$ cat config.mk
export PLATFORM = sky130hd
export DESIGN_NAME = rgb_pwm_gen
export DESIGN_NICKNAME = d
export VERILOG_FILES = /design/src/rtl/rgb_pwm_gen_pkg.sv /design/src/rtl/rgb_pwm_gen_channel.sv /design/src/rtl/rgb_pwm_gen.sv
export SDC_FILE = /design/constraint.sdc
export NUM_CORES = 1
export LEC_CHECK = 0
export CAP_MARGIN = 40
export CORE_AREA = 4 4 158 160
export DETAILED_ROUTE_END_ITERATION = 6
export DIE_AREA = 0 0 162 164
export GPL_TIMING_DRIVEN = 0
export PLACE_DENSITY_LB_ADDON = 0.1
export SKIP_LAST_GASP = 1
export SYNTH_ARGS = -nofsm -noshare
export SYNTH_HDL_FRONTEND = slang
export SYNTH_SLANG_ARGS = --single-unit
$ cat constraint.sdc
create_clock -name CLK -period 3.25 [get_ports CLK]
set_input_delay 0.65 -clock CLK [delete_from_list [all_inputs] [get_ports CLK]]
set_output_delay 0.65 -clock CLK [all_outputs]
set_load 0.01 [all_outputs]
$ cat src/rtl/rgb_pwm_gen_pkg.sv
// rgb_pwm_gen_pkg: shared constants for the RGB PWM generator.
// Holds the default counter width and the PWM output levels.
// Optional macro RGB_PWM_ACTIVE_LOW_EN: when defined, the PWM pins are
// active-low (common-anode LED); otherwise they are active-high.
package rgb_pwm_gen_pkg;

   localparam int CNT_W_DEF = 32;

`ifdef RGB_PWM_ACTIVE_LOW_EN
   localparam logic PWM_ACTIVE   = 1'b0;
`else
   localparam logic PWM_ACTIVE   = 1'b1;
`endif
   localparam logic PWM_INACTIVE = ~PWM_ACTIVE;

   // Operating mode, derived from the period shadow register
   typedef enum logic {
      MODE_IDLE = 1'b0,
      MODE_RUN  = 1'b1
   } mode_e;

   // Map a logical "channel on" flag onto the pin level
   function automatic logic pwm_level(input logic active);
      return active ? PWM_ACTIVE : PWM_INACTIVE;
   endfunction

endpackage

$ cat src/rtl/rgb_pwm_gen_channel.sv
// pwm_channel: one PWM channel of rgb_pwm_gen.
// Keeps the duty shadow register, compares it with the shared period
// counter and registers the result with the configured pin polarity.
// Polarity follows RGB_PWM_ACTIVE_LOW_EN through rgb_pwm_gen_pkg.
module pwm_channel
   import rgb_pwm_gen_pkg::*;
#(
   parameter int CNT_W = CNT_W_DEF
) (
   input  logic             CLK,
   input  logic             RST_n,
   input  logic [CNT_W-1:0] i_duty,
   input  logic [CNT_W-1:0] i_cnt,
   input  logic             i_load,
   input  logic             i_idle,
   output logic             o_pwm
);

   logic [CNT_W-1:0] r_duty_sh;
   logic             r_pwm;
   logic             w_on;

   // Duty >= period saturates naturally: cnt never reaches the duty value
   assign w_on = !i_idle && (i_cnt < r_duty_sh);

   // Duty shadow reloads only at a wrap or while idle, so bus writes never cut a pulse
   always_ff @(posedge CLK or negedge RST_n) begin
      if (!RST_n) begin
         r_duty_sh <= '0;
      end else if (i_load) begin
         r_duty_sh <= i_duty;
      end
   end

   // Registered compare output with pin polarity applied
   always_ff @(posedge CLK or negedge RST_n) begin
      if (!RST_n) begin
         r_pwm <= PWM_INACTIVE;
      end else begin
         r_pwm <= pwm_level(w_on);
      end
   end

   assign o_pwm = r_pwm;

endmodule

$ cat src/rtl/rgb_pwm_gen.sv
// rgb_pwm_gen: three-channel PWM generator for the RGB LED.
// Owns the period counter, period shadow, wrap detection and PERIOD_TICK;
// three pwm_channel instances share the counter, wrap strobe and idle flag.
// Optional macro RGB_PWM_ACTIVE_LOW_EN inverts the PWM pins (PERIOD_TICK unaffected).
module rgb_pwm_gen
   import rgb_pwm_gen_pkg::*;
#(
   parameter int CNT_W = CNT_W_DEF
) (
   input  logic             CLK,
   input  logic             RST_n,
   input  logic [CNT_W-1:0] PERIOD_Qin,
   input  logic [CNT_W-1:0] DUTY_R_Qin,
   input  logic [CNT_W-1:0] DUTY_G_Qin,
   input  logic [CNT_W-1:0] DUTY_B_Qin,
   output logic             PWM_R,
   output logic             PWM_G,
   output logic             PWM_B,
   output logic             PERIOD_TICK
);

   logic [CNT_W-1:0] r_cnt;
   logic [CNT_W-1:0] r_period_sh;
   logic             r_tick;

   mode_e            w_mode;
   logic             w_idle;
   logic             w_wrap;
   logic             w_load;

   assign w_mode = (r_period_sh == '0) ? MODE_IDLE : MODE_RUN;
   assign w_idle = (w_mode == MODE_IDLE);
   assign w_wrap = !w_idle && (r_cnt == (r_period_sh - CNT_W'(1)));
   // Shadows track the inputs every cycle while idle, otherwise only at a wrap
   assign w_load = w_idle || w_wrap;

   // Period counter: held at 0 while idle, wraps after period_sh-1
   always_ff @(posedge CLK or negedge RST_n) begin
      if (!RST_n) begin
         r_cnt <= '0;
      end else if (w_load) begin
         r_cnt <= '0;
      end else begin
         r_cnt <= r_cnt + CNT_W'(1);
      end
   end

   // Period shadow register; a 0 loaded at a wrap drops the block into idle
   always_ff @(posedge CLK or negedge RST_n) begin
      if (!RST_n) begin
         r_period_sh <= '0;
      end else if (w_load) begin
         r_period_sh <= PERIOD_Qin;
      end
   end

   // One-cycle tick registered from the wrap strobe (constant 1 when period is 1)
   always_ff @(posedge CLK or negedge RST_n) begin
      if (!RST_n) begin
         r_tick <= 1'b0;
      end else begin
         r_tick <= w_wrap;
      end
   end

   assign PERIOD_TICK = r_tick;

   pwm_channel #(.CNT_W(CNT_W)) u_ch_r (
      .CLK    (CLK),
      .RST_n  (RST_n),
      .i_duty (DUTY_R_Qin),
      .i_cnt  (r_cnt),
      .i_load (w_load),
      .i_idle (w_idle),
      .o_pwm  (PWM_R)
   );

   pwm_channel #(.CNT_W(CNT_W)) u_ch_g (
      .CLK    (CLK),
      .RST_n  (RST_n),
      .i_duty (DUTY_G_Qin),
      .i_cnt  (r_cnt),
      .i_load (w_load),
      .i_idle (w_idle),
      .o_pwm  (PWM_G)
   );

   pwm_channel #(.CNT_W(CNT_W)) u_ch_b (
      .CLK    (CLK),
      .RST_n  (RST_n),
      .i_duty (DUTY_B_Qin),
      .i_cnt  (r_cnt),
      .i_load (w_load),
      .i_idle (w_idle),
      .o_pwm  (PWM_B)
   );

endmodule

==> reports/qor.txt <==
CP Cell Sequence = buf_4 -> nor4_4 -> buf_4 -> and4_4 -> and2_1 -> o21ai_0 -> or4_4 -> nor2_2 -> a41o_1 -> buf_6 -> buf_12 -> bufbuf_16 -> mux2_4
Nets = 1384
syn_area_per_cell = 10.8 um^2
Primary FF master, synth = dfrtp_1
routed vias = 7828
Max Fanout on Critical Path = 10
Rows = 56
setup TNS = -22.25 ns
Final ANT Viol Nets = 0
Yosys top cell area share = 0.395
layout cells sized above 1 = 0.242
Least-Margin Pin Slew = 0.776 ns
Routed WL = 27800 um
Remaining DRCs = 0
worst r2r src = r_period_sh[0]$_DFFE_PN0P_
flops & latches, synth = 164
CP Depth = 13
ranking of synthesized cells by area = dfrtp_1 (39%), ha_1 (11%), mux2_4 (10%), mux2_2 (5.5%), inv_1 (3.8%)
Setup Slack @ Placement = -0.927 ns
Unique masters post-synth = 62
cell accounting for the most synthesized area = dfrtp_1
initial antenna violation count = 0
Seq/Total Area, Yosys = 0.395
power density cells = 361 mW/mm^2
Post-Synthesis Cell Area = 0.0104 mm^2
1st-iter DRT viols = 473
minimum clock period = 3.47 ns
CP delay by family, top = simple AND/OR/NAND/NOR gates
worst r2r path cells = 13
Fmax = 288 MHz
drt first pass iters = 7
Die X = 162 um
largest family of logic cells by synthesized area = multiplexers
final setup violating endpoints = 158
Die Area = 0.0266 mm^2
max-cap viol count = 0
FF-to-FF End = u_ch_b.r_duty_sh[30]$_DFFE_PN0P_
commonest cells after routing, fill and taps aside = dfrtp_1 (161), clkdlybuf4s50_1 (132), inv_1 (102)
DIE HEIGHT = 164 um
Post-Synth Simple-Gate Area = 0.133
Worst Skew = 0.0124 ns
first-pass GRT wire length = 42800 um
Synthesis Warnings = 0
Total GRT Usage = 0.208
hpwl dp = 19300 um
routed vias/inst = 5.25
Crit path largest cell delay = 0.55 ns
Filler cells = 2035
adder-cell share of the synthesized area = 0.114
reg2reg setup slack = -0.22 ns
clock sinks = 164
Async SR Flop Fraction = 1.00
grt total ovfl = 0
slew margin rel. = 0.478
H-Tree Depth = 4
number of top-level pins = 134
Critical Path Start = r_period_sh[0]$_DFFE_PN0P_
CTS tree = built
CTS root buf = clkbuf_16
core area = 0.0234 mm^2
mux cell area share after synthesis = 0.157
Final Worst Setup Slack = -0.218 ns
area delta synth->final = 34.6%
CP endpoint = u_ch_b.r_duty_sh[30]$_DFFE_PN0P_
Synth Net Count = 1190
failing checks = negative setup slack
buffers added on ports = 133
clock latency on the worst-skew pair = 0.44 ns
post-DR wirelength/cell = 18.6 um
initial core utilization = 0.445
endpoints failing hold = 0
ANT cells = 0
routability cong. = 0.891
Compound-Gate Fraction of Synth Area = 0.0789
period utilization = 1.07
Hold Crit Class = in2async
VDD IR max = 0.279 mV
most common cell after layout, fill and taps aside = dfrtp_1
Pleak = 6.46 nW
RSZ-0062 raised after global routing = true
outcome = complete, but fails checks
Synth Area in XOR/XNOR = 0.0554
Cells after Synth = 965
vias in the first global route = 7905
clock buffer depth = 2
Worst setup EP type = register
critical path arrival = 3.78 ns
Worst path slowest cell = or4_4
Required @ worst endpoint = 3.57 ns
CP dominant cell by count = buf_4
crit start category = register
Post-synth EDFFs = 0
final number of max-transition violations = 0
largest net degree at the start of global routing = 84
worst setup path class = reg2reg
CP Buf/Inv Count = 5
CTS Buf Count = 17
Reg clk slew, reported paths = 0.07 ns
final cells by class:
class / count / area (um^2) / area share
buffer: 19 / 299 / 0.0214
clock buffer: 20 / 447 / 0.0319
clock inverter: 12 / 225 / 0.0161
inverter: 104 / 390 / 0.0279
multi-input combinational: 668 / 6030 / 0.430
sequential: 164 / 4110 / 0.293
tap: 319 / 399 / 0.0285
timing repair buffer: 185 / 2110 / 0.150
metrics by stage:
stage	std cells	hold slack [ns]	total power [W]	util	area (um^2)
4_1_cts	1481	0.211	0.00511	0.580	13600
6_report	1491	0.172	0.00506	0.598	14000
5_1_grt	1491	0.229	0.00527	0.598	14000
3_3_place_gp	1417	0.491	0.00272	0.520	12200
3_5_place_dp	1421	0.493	0.00273	0.522	12200
2_1_floorplan	965	0.354	0.00245	-	10400
how the worst min path moves through the flow:
stage          cells past startpoint  slack (ns)                              end                       startpoint
2_1_floorplan                      0        0.35            PERIOD_TICK$_DFF_PN0_                            RST_n
3_3_place_gp                       1        0.49  u_ch_b.r_duty_sh[0]$_DFFE_PN0P_  u_ch_b.r_duty_sh[0]$_DFFE_PN0P_
3_5_place_dp                       1        0.49  u_ch_g.r_duty_sh[5]$_DFFE_PN0P_  u_ch_g.r_duty_sh[5]$_DFFE_PN0P_
4_1_cts                            1        0.21  u_ch_g.r_duty_sh[1]$_DFFE_PN0P_                            RST_n
5_1_grt                            1        0.23  u_ch_g.r_duty_sh[1]$_DFFE_PN0P_                            RST_n
6_report                           1        0.17  u_ch_g.r_duty_sh[1]$_DFFE_PN0P_                            RST_n
report_power, final:
part / internal, W / switching, W
clock network: 0.00147 / 0.000871
registers: 0.00212 / 0.0000760
logic: 0.000320 / 0.000205
cell usage after synthesis, types with 6 or more instances:
library cell,n
buf_12,8
mux2_4,70
nand4_1,31
xnor2_1,37
nor3_1,21
a21o_1,20
clkbuf_1,9
inv_1,104
nor2_1,76
nand2b_1,8
buf_4,6
nand2_1,34
nor2b_1,8
mux2_2,51
xor2_1,27
a31oi_1,6
a21oi_1,33
ha_1,95
nor4_1,10
and3_1,8
nand3_1,25
o21ai_0,24
a22o_1,7
o211ai_1,6
dfrtp_1,164
sequential cells by signal (all words and copies together) (netlist names):
signal and count:
PERIOD_TICK 1, r_period_sh 32, u_ch_g.o_pwm 1, u_ch_b.o_pwm 1, r_cnt 32, u_ch_b.r_duty_sh 32, u_ch_r.r_duty_sh 32, u_ch_g.r_duty_sh 32
u_ch_r.o_pwm 1
cell families (layout without fill, tap and decap cells):
| logic type | Yosys count | count (layout) |
|---|---|---|
| and+or+nand+nor | 262 | 262 |
| DFF | 164 | 164 |
| buffers and inverters | 133 | 340 |
| AOI/OAI and AO/OA | 124 | 124 |
| muxes | 122 | 122 |
| adders and majority gates | 95 | 95 |
| xor gates and xnor gates | 65 | 65 |
per-layer routing:
metal | track usage | vias to the layer above | routed length (um)
met5 | 0 | - | 0
met4 | 0.0565 | 0 | 297
met3 | 0.0351 | 19 | 1120
met2 | 0.354 | 164 | 14000
met1 | 0.275 | 3840 | 12400
li1 | - | 3805 | -
what timing repair did:
item	in CTS	in global routing
hold buffers	0	0
setup endpoints to repair	163	160
pin swaps	10	33
setup buffers	24	12
cloned	10	5
resized for setup	58	85
Power figures use the tool's default switching activity.
